==> src/rtl/i2c_txn_arbiter_if.sv <==
// rtl/i2c_txn_arbiter_if.sv - client request/response and engine launch/done bundle for i2c_txn_arbiter
// Purpose: groups every non-clock, non-reset signal of the arbiter.
// Signals:
//   req_valid/req_rw/req_dev/req_reg/req_wdata  client -> arbiter request fields
//   req_ready                                   arbiter -> client one-hot accept pulse
//   rsp_valid/rsp_rdata/rsp_nack                arbiter -> owning client completion
//   eng_start/eng_rw/eng_dev/eng_reg/eng_wdata  arbiter -> engine launch and latched fields
//   eng_busy/eng_done/eng_nack/eng_rdata        engine -> arbiter status and result
//   arb_busy                                    arbiter not idle
// Modports: master = arbiter side, slave = clients plus engine side.
interface i2c_txn_arbiter_if #(
  parameter int NREQ = 2
);
  logic [NREQ-1:0]   req_valid;
  logic [NREQ-1:0]   req_rw;
  logic [7*NREQ-1:0] req_dev;
  logic [8*NREQ-1:0] req_reg;
  logic [8*NREQ-1:0] req_wdata;
  logic [NREQ-1:0]   req_ready;
  logic [NREQ-1:0]   rsp_valid;
  logic [7:0]        rsp_rdata;
  logic              rsp_nack;
  logic              eng_start;
  logic              eng_rw;
  logic [6:0]        eng_dev;
  logic [7:0]        eng_reg;
  logic [7:0]        eng_wdata;
  logic              eng_busy;
  logic              eng_done;
  logic              eng_nack;
  logic [7:0]        eng_rdata;
  logic              arb_busy;

  modport master (
    input  req_valid, req_rw, req_dev, req_reg, req_wdata,
    input  eng_busy, eng_done, eng_nack, eng_rdata,
    output req_ready, rsp_valid, rsp_rdata, rsp_nack,
    output eng_start, eng_rw, eng_dev, eng_reg, eng_wdata,
    output arb_busy
  );

  modport slave (
    output req_valid, req_rw, req_dev, req_reg, req_wdata,
    output eng_busy, eng_done, eng_nack, eng_rdata,
    input  req_ready, rsp_valid, rsp_rdata, rsp_nack,
    input  eng_start, eng_rw, eng_dev, eng_reg, eng_wdata,
    input  arb_busy
  );
endinterface

==> src/rtl/i2c_txn_arbiter.sv <==
// rtl/i2c_txn_arbiter.sv - round-robin arbiter sharing one byte-level I2C master engine
// Purpose: grants one register transaction per turn to NREQ clients, launches it
//   on the engine, waits for eng_done under a watchdog, and returns read data and
//   NACK status to the owning client. All outputs are registered.
// Ports:
//   clk   system clock, rising edge
//   nrst  asynchronous active-low reset
//   bus   i2c_txn_arbiter_if.master (client req/rsp, engine launch/done, arb_busy)
// Config: I2C_ARB_RETRY_EN - when defined, a NACKed attempt is re-issued up to
//   MAX_RETRY times before the NACK is reported; timeouts are never retried.
module i2c_txn_arbiter #(
  parameter int NREQ        = 2,
  parameter int TIMEOUT_CYC = 4096,
  parameter int MAX_RETRY   = 2
) (
  input  logic              clk,
  input  logic              nrst,
  i2c_txn_arbiter_if.master bus
);
  localparam int PTR_W = (NREQ > 1) ? $clog2(NREQ) : 1;
  localparam int WD_W  = $clog2(TIMEOUT_CYC) + 1;

  if (NREQ < 1 || NREQ > 8 || TIMEOUT_CYC < 2 || MAX_RETRY < 0) begin : g_bad_cfg
    $error("i2c_txn_arbiter: parameter out of range");
  end

  typedef enum logic [1:0] {S_IDLE, S_ISSUE, S_WAIT, S_RESP} state_e;
  state_e state_q, state_d;

  logic [PTR_W-1:0] rr_ptr_q, rr_ptr_d, owner_q, owner_d, grant_idx;
  logic             grant_found;
  logic [WD_W-1:0]  wd_q, wd_d;
  logic             wd_expired, finish, do_retry;
  logic             sel_rw;
  logic [6:0]       sel_dev;
  logic [7:0]       sel_reg, sel_wdata;

  logic [NREQ-1:0]  req_ready_q, req_ready_d, rsp_valid_q, rsp_valid_d;
  logic [7:0]       rsp_rdata_q, rsp_rdata_d;
  logic             rsp_nack_q, rsp_nack_d;
  logic             eng_start_q, eng_start_d, eng_rw_q, eng_rw_d;
  logic [6:0]       eng_dev_q, eng_dev_d;
  logic [7:0]       eng_reg_q, eng_reg_d, eng_wdata_q, eng_wdata_d;
  logic             arb_busy_q, arb_busy_d;

  // First valid requester at or after rr_ptr, wrapping modulo NREQ.
  always_comb begin : grant_search
    int cand;
    grant_found = 1'b0;
    grant_idx   = '0;
    cand        = 0;
    for (int k = 0; k < NREQ; k++) begin
      cand = (int'(rr_ptr_q) + k) % NREQ;
      if (!grant_found && bus.req_valid[PTR_W'(cand)]) begin
        grant_found = 1'b1;
        grant_idx   = PTR_W'(cand);
      end
    end
  end

  always_comb begin
    sel_rw    = 1'b0;
    sel_dev   = '0;
    sel_reg   = '0;
    sel_wdata = '0;
    for (int k = 0; k < NREQ; k++) begin
      if (PTR_W'(k) == grant_idx) begin
        sel_rw    = bus.req_rw[k];
        sel_dev   = bus.req_dev[7*k +: 7];
        sel_reg   = bus.req_reg[8*k +: 8];
        sel_wdata = bus.req_wdata[8*k +: 8];
      end
    end
  end

  assign wd_expired = (wd_q == WD_W'(TIMEOUT_CYC - 1));

`ifdef I2C_ARB_RETRY_EN
  localparam int RC_W = (MAX_RETRY < 1) ? 1 : $clog2(MAX_RETRY + 1);
  logic [RC_W-1:0] retry_cnt_q, retry_cnt_d;

  assign do_retry = (state_q == S_WAIT) && bus.eng_done && bus.eng_nack &&
                    (int'(retry_cnt_q) < MAX_RETRY);

  always_comb begin
    retry_cnt_d = retry_cnt_q;
    if (state_q == S_IDLE && grant_found) retry_cnt_d = '0;
    else if (do_retry)                    retry_cnt_d = retry_cnt_q + 1'b1;
  end

  always_ff @(posedge clk or negedge nrst) begin
    if (!nrst) retry_cnt_q <= '0;
    else       retry_cnt_q <= retry_cnt_d;
  end
`else
  assign do_retry = 1'b0;
`endif

  always_ff @(posedge clk or negedge nrst) begin
    if (!nrst) state_q <= S_IDLE;
    else       state_q <= state_d;
  end

  // eng_done takes priority over a watchdog expiry in the same cycle.
  always_comb begin
    state_d = state_q;
    case (state_q)
      S_IDLE:  if (grant_found) state_d = S_ISSUE;
      S_ISSUE: if (!bus.eng_busy) state_d = S_WAIT;
      S_WAIT: begin
        if (bus.eng_done)    state_d = do_retry ? S_ISSUE : S_RESP;
        else if (wd_expired) state_d = S_RESP;
      end
      S_RESP:  state_d = S_IDLE;
      default: state_d = S_IDLE;
    endcase
  end

  assign finish = (state_q == S_WAIT) && (state_d == S_RESP);

  always_comb begin
    req_ready_d = '0;
    rsp_valid_d = '0;
    rsp_rdata_d = '0;
    rsp_nack_d  = 1'b0;
    eng_start_d = 1'b0;
    eng_rw_d    = eng_rw_q;
    eng_dev_d   = eng_dev_q;
    eng_reg_d   = eng_reg_q;
    eng_wdata_d = eng_wdata_q;
    owner_d     = owner_q;
    rr_ptr_d    = rr_ptr_q;
    wd_d        = wd_q;
    arb_busy_d  = (state_d != S_IDLE);
    case (state_q)
      S_IDLE: begin
        if (grant_found) begin
          for (int k = 0; k < NREQ; k++) req_ready_d[k] = (PTR_W'(k) == grant_idx);
          eng_rw_d    = sel_rw;
          eng_dev_d   = sel_dev;
          eng_reg_d   = sel_reg;
          eng_wdata_d = sel_wdata;
          owner_d     = grant_idx;
        end
      end
      S_ISSUE: begin
        if (!bus.eng_busy) begin
          eng_start_d = 1'b1;
          wd_d        = '0;
        end
      end
      S_WAIT: begin
        if (wd_q != '1) wd_d = wd_q + 1'b1;
        if (finish) begin
          for (int k = 0; k < NREQ; k++) rsp_valid_d[k] = (PTR_W'(k) == owner_q);
          rsp_nack_d = bus.eng_done ? bus.eng_nack : 1'b1;
          if (bus.eng_done && !bus.eng_nack && eng_rw_q) rsp_rdata_d = bus.eng_rdata;
        end
      end
      S_RESP: rr_ptr_d = (int'(owner_q) == NREQ - 1) ? '0 : owner_q + 1'b1;
      default: ;
    endcase
  end

  always_ff @(posedge clk or negedge nrst) begin
    if (!nrst) begin
      req_ready_q <= '0;
      rsp_valid_q <= '0;
      rsp_rdata_q <= '0;
      rsp_nack_q  <= 1'b0;
      eng_start_q <= 1'b0;
      eng_rw_q    <= 1'b0;
      eng_dev_q   <= '0;
      eng_reg_q   <= '0;
      eng_wdata_q <= '0;
      owner_q     <= '0;
      rr_ptr_q    <= '0;
      wd_q        <= '0;
      arb_busy_q  <= 1'b0;
    end else begin
      req_ready_q <= req_ready_d;
      rsp_valid_q <= rsp_valid_d;
      rsp_rdata_q <= rsp_rdata_d;
      rsp_nack_q  <= rsp_nack_d;
      eng_start_q <= eng_start_d;
      eng_rw_q    <= eng_rw_d;
      eng_dev_q   <= eng_dev_d;
      eng_reg_q   <= eng_reg_d;
      eng_wdata_q <= eng_wdata_d;
      owner_q     <= owner_d;
      rr_ptr_q    <= rr_ptr_d;
      wd_q        <= wd_d;
      arb_busy_q  <= arb_busy_d;
    end
  end

  assign bus.req_ready = req_ready_q;
  assign bus.rsp_valid = rsp_valid_q;
  assign bus.rsp_rdata = rsp_rdata_q;
  assign bus.rsp_nack  = rsp_nack_q;
  assign bus.eng_start = eng_start_q;
  assign bus.eng_rw    = eng_rw_q;
  assign bus.eng_dev   = eng_dev_q;
  assign bus.eng_reg   = eng_reg_q;
  assign bus.eng_wdata = eng_wdata_q;
  assign bus.arb_busy  = arb_busy_q;
endmodule

==> src/flat_wrapper.sv <==
// flat-port wrapper written by rule: the top's interface ports become plain ports
module i2c_txn_arbiter_flat 
#(
  parameter int NREQ        = 2,
  parameter int TIMEOUT_CYC = 4096,
  parameter int MAX_RETRY   = 2
)
  (clk, nrst, bus_req_valid, bus_req_rw, bus_req_dev, bus_req_reg, bus_req_wdata, bus_eng_busy, bus_eng_done, bus_eng_nack, bus_eng_rdata, bus_req_ready, bus_rsp_valid, bus_rsp_rdata, bus_rsp_nack, bus_eng_start, bus_eng_rw, bus_eng_dev, bus_eng_reg, bus_eng_wdata, bus_arb_busy);
  i2c_txn_arbiter_if #(.NREQ(NREQ)) bus_i ();
  input  logic clk;
  input  logic nrst;
  input wire logic [$bits(bus_i.req_valid)-1:0] bus_req_valid;
  input wire logic [$bits(bus_i.req_rw)-1:0] bus_req_rw;
  input wire logic [$bits(bus_i.req_dev)-1:0] bus_req_dev;
  input wire logic [$bits(bus_i.req_reg)-1:0] bus_req_reg;
  input wire logic [$bits(bus_i.req_wdata)-1:0] bus_req_wdata;
  input wire logic [$bits(bus_i.eng_busy)-1:0] bus_eng_busy;
  input wire logic [$bits(bus_i.eng_done)-1:0] bus_eng_done;
  input wire logic [$bits(bus_i.eng_nack)-1:0] bus_eng_nack;
  input wire logic [$bits(bus_i.eng_rdata)-1:0] bus_eng_rdata;
  output wire logic [$bits(bus_i.req_ready)-1:0] bus_req_ready;
  output wire logic [$bits(bus_i.rsp_valid)-1:0] bus_rsp_valid;
  output wire logic [$bits(bus_i.rsp_rdata)-1:0] bus_rsp_rdata;
  output wire logic [$bits(bus_i.rsp_nack)-1:0] bus_rsp_nack;
  output wire logic [$bits(bus_i.eng_start)-1:0] bus_eng_start;
  output wire logic [$bits(bus_i.eng_rw)-1:0] bus_eng_rw;
  output wire logic [$bits(bus_i.eng_dev)-1:0] bus_eng_dev;
  output wire logic [$bits(bus_i.eng_reg)-1:0] bus_eng_reg;
  output wire logic [$bits(bus_i.eng_wdata)-1:0] bus_eng_wdata;
  output wire logic [$bits(bus_i.arb_busy)-1:0] bus_arb_busy;
  assign bus_i.req_valid = bus_req_valid;
  assign bus_i.req_rw = bus_req_rw;
  assign bus_i.req_dev = bus_req_dev;
  assign bus_i.req_reg = bus_req_reg;
  assign bus_i.req_wdata = bus_req_wdata;
  assign bus_i.eng_busy = bus_eng_busy;
  assign bus_i.eng_done = bus_eng_done;
  assign bus_i.eng_nack = bus_eng_nack;
  assign bus_i.eng_rdata = bus_eng_rdata;
  assign bus_req_ready = bus_i.req_ready;
  assign bus_rsp_valid = bus_i.rsp_valid;
  assign bus_rsp_rdata = bus_i.rsp_rdata;
  assign bus_rsp_nack = bus_i.rsp_nack;
  assign bus_eng_start = bus_i.eng_start;
  assign bus_eng_rw = bus_i.eng_rw;
  assign bus_eng_dev = bus_i.eng_dev;
  assign bus_eng_reg = bus_i.eng_reg;
  assign bus_eng_wdata = bus_i.eng_wdata;
  assign bus_arb_busy = bus_i.arb_busy;
  i2c_txn_arbiter #(.NREQ(NREQ), .TIMEOUT_CYC(TIMEOUT_CYC), .MAX_RETRY(MAX_RETRY)) u_core (.clk(clk), .nrst(nrst), .bus(bus_i));
endmodule
==> config.mk <==
export PLATFORM = sky130hd
export DESIGN_NAME = i2c_txn_arbiter_flat
export DESIGN_NICKNAME = d
export VERILOG_FILES = /design/src/rtl/i2c_txn_arbiter_if.sv /design/src/rtl/i2c_txn_arbiter.sv /design/src/flat_wrapper.sv
export SDC_FILE = /design/constraint.sdc
export NUM_CORES = 1
export LEC_CHECK = 0
export CAP_MARGIN = 20
export CORE_ASPECT_RATIO = 0.6
export CORE_UTILIZATION = 40
export CTS_CLUSTER_SIZE = 20
export DETAILED_ROUTE_END_ITERATION = 12
export DONT_BUFFER_PORTS = 1
export RECOVER_POWER = 50
export SYNTH_ARGS = -nofsm -noshare
export SYNTH_HDL_FRONTEND = slang
export SYNTH_SLANG_ARGS = --single-unit
==> constraint.sdc <==
create_clock -name clk -period 1.5 [get_ports clk]
set_input_delay 0.225 -clock clk [delete_from_list [all_inputs] [get_ports clk]]
set_output_delay 0.225 -clock clk [all_outputs]
set_load 0.02 [all_outputs]
==> out/results.ini <==
[yosys]
synth_most_common_cell=dfrtp_1
synth_fp_nets=300
yosysTopAreaCell=dfrtp_1
syn_avg_cell_area_um2=10.7
synth_cell_types=40
ys_async_sr_fraction=1.00
synth_top_area_share=0.554
synth_edf_count=0
ys_ff_latch=56
synth.area.top_cells=dfrtp_1 (55%), mux2i_1 (10%), a21oi_1 (6.3%)
ys.flop_type=dfrtp_1
synth_common_cells=dfrtp_1 (56), nor2_1 (35), a21oi_1 (32)
synthCells=236
synth.cell_area_um2=2530
ys_warn_count=0
yosysSeqAreaShare=0.554

[pwr]
p_per_area_nw_per_um2=1710
switching_share=0.412
p_clk_frac=0.159
leakagePower_nw=1.46
combPwrFrac=0.313
ir_worst_vdd_uv=962
p_total_mw=5.33
p_int_mw=3.13
seq_power_share=0.527
p_switching_mw=2.20

[die]
num_rows=22
dieWidth_um=105
die_h_um=63.6
initial_core_util=0.414
io_pins=102
die-area_um2=6660
core_area_um2=6110

[worst_setup_path]
rr_worst_depth=5
crit_fanout=5
worstPathArrival_ps=1730
path_class=reg2reg
timing.rr.end=u_core.wd_q[10]
worst-r2r-setup-slack_ps=-30
crit_required_ps=1710
start_kind=flop
r2r-start=u_core.wd_q[1]
endpoint_kind=flop

[timing]
worst_pin_slew_ps=413
hold_viol=56
final.min_clock_period_ps=1530
max_clock_freq_ghz=0.655
drv_slew=0
fin_hold_ws_ps=-410
setup_ws_ps=-27.0
finClkSkew_ps=10.6
period_share=1.02
setup_violations=5
rsz0062_at_grt=yes
relSlewSlack=0.722

[cells_and_area]
layout.filler_cells=579
drive_gt1_frac=0.259
largest_reg_flops=13
final_core_util=0.510
largest-register=u_core.wd_q
final_area_um2=3120
fin_nets=337
layout-area-overhead-vs-synth_pct=23.2
num_antenna_cells=0

[global_routing]
grt_pass1_vias=1848
grt.total_usage=0.178
antenna_found_initial=0
grt_overflow_total=0
grt_max_degree=57
grt_pass1_wl_um=9280

[placed_design]
io_buffer_count=0
dp_hpwl_um=3980
place_area_um2=2840
gp_congestion=0.807
place_ws_ps=-39.5

[drt]
wl_um=5800
ant_nets=0
wl_per_cell_um=16.2
via_per_inst=5.39
drtIter0Drc=67
vias=1928
route.detailed.drc=0
dr.pass1.iters=4

[run_status]
violations=hold timing, setup timing
status=complete, but fails checks

[clock_tree]
cts_sinks=56
root_buffer=clkbuf_8
cts_tree=done
cts_buffer_depth=2
clock_latency_ps=310
htree_num_levels=2
clk_pin_slew_worst_paths_ps=110
cts_made_buffers=5

[hold_path]
hold_path_class=in2async

[job]
cap_viol_max_count=0

==> kinds of logic (layout without fill, tap and decap cells) <==
| family | Yosys count | in the layout | share of synthesized area |
|---|---|---|---|
| and+or+nand+nor | 84 | 84 | 0.184 |
| xor gates and xnor gates | 1 | 1 | 0.00346 |
| adders and majority gates | 1 | 1 | 0.00494 |
| buffers and inverters | 14 | 52 | 0.0237 |
| AOI/OAI and AO/OA | 54 | 54 | 0.127 |
| muxes | 26 | 26 | 0.103 |
| DFF | 56 | 56 | 0.554 |
==> through the flow <==
step           hold slack, ps  cells  TNS (ps)
3_3_place_gp            -69.5    336     -33.8
4_1_cts                  -416    350      -117
2_1_floorplan           -70.6    236     -64.0
3_5_place_dp            -69.6    336      -188
5_1_grt                  -433    358      -653
6_report                 -410    358     -82.0
==> worst max-delay path, cell delays in order (launching register included) <==
cell,delay [ps]
dfrtp_2,400
ha_4,160
and4b_1,210
or4b_4,460
xor2_1,140
nor2_1,50
==> layout by cell type (no fill, tap or decap), types with 4 or more instances in the layout <==
cell       n
a21oi_1   30
and2_1     9
buf_4     30
buf_6      6
clkbuf_8   5
dfrtp_1   51
dfrtp_2    5
inv_1      4
mux2i_1   26
nand2_1   11
nor2_1    35
o21ai_0    5
==> repair_timing <==
action / CTS / global route
gates resized for setup: 6 / 14
endpoints found under the hold margin: 56 / 56
pin swaps: 7 / 7
cloned: 0 / 1
buffers inserted: 6 / 7
endpoints found under the setup margin: 8 / 28
==> routing by layer <==
layer,GRT usage,up-vias,share of wire
met2,0.274,63,0.44
met4,0.0370,0,0.0047
met1,0.247,950,0.49
li1,-,913,-
met3,0.0549,2,0.066
met5,0,-,0
==> power groups by stage <==
stage	combinational [mW]	clock [mW]	sequential (mW)
finish	1.67	0.848	2.81
global route	1.88	0.932	2.87
CTS	1.47	0.877	2.82
detailed placement	1.46	0	2.85
global placement	1.40	0	2.84
floorplan	1.04	0	2.77
==> cell type report <==
type                       count  area (µm²)  area share
sequential                    56        1410       0.451
inverter                       4        15.0     0.00482
multi-input combinational    166        1130       0.364
clock buffer                   5        68.8      0.0221
tap                           84         105      0.0337
clock inverter                 3        21.3     0.00682
timing repair buffer          40         365       0.117
==> worst max-delay path by stage <==
| stage | startpoint | to | slack, ps | cells after the start |
|---|---|---|---|---|
| floorplan | u_core.wd_q[0] | u_core.wd_q[10] | -50 | 5 |
| global placement | u_core.state_q[0] | u_core.wd_q[11] | -10 | 4 |
| detailed placement | u_core.wd_q[5] | u_core.wd_q[0] | -40 | 4 |
| CTS | u_core.wd_q[1] | u_core.wd_q[10] | -40 | 5 |
| global route | u_core.wd_q[1] | u_core.wd_q[0] | -100 | 5 |
| finish | u_core.wd_q[1] | u_core.wd_q[10] | -30 | 5 |
No activity file was read; power rests on OpenSTA's default activity.
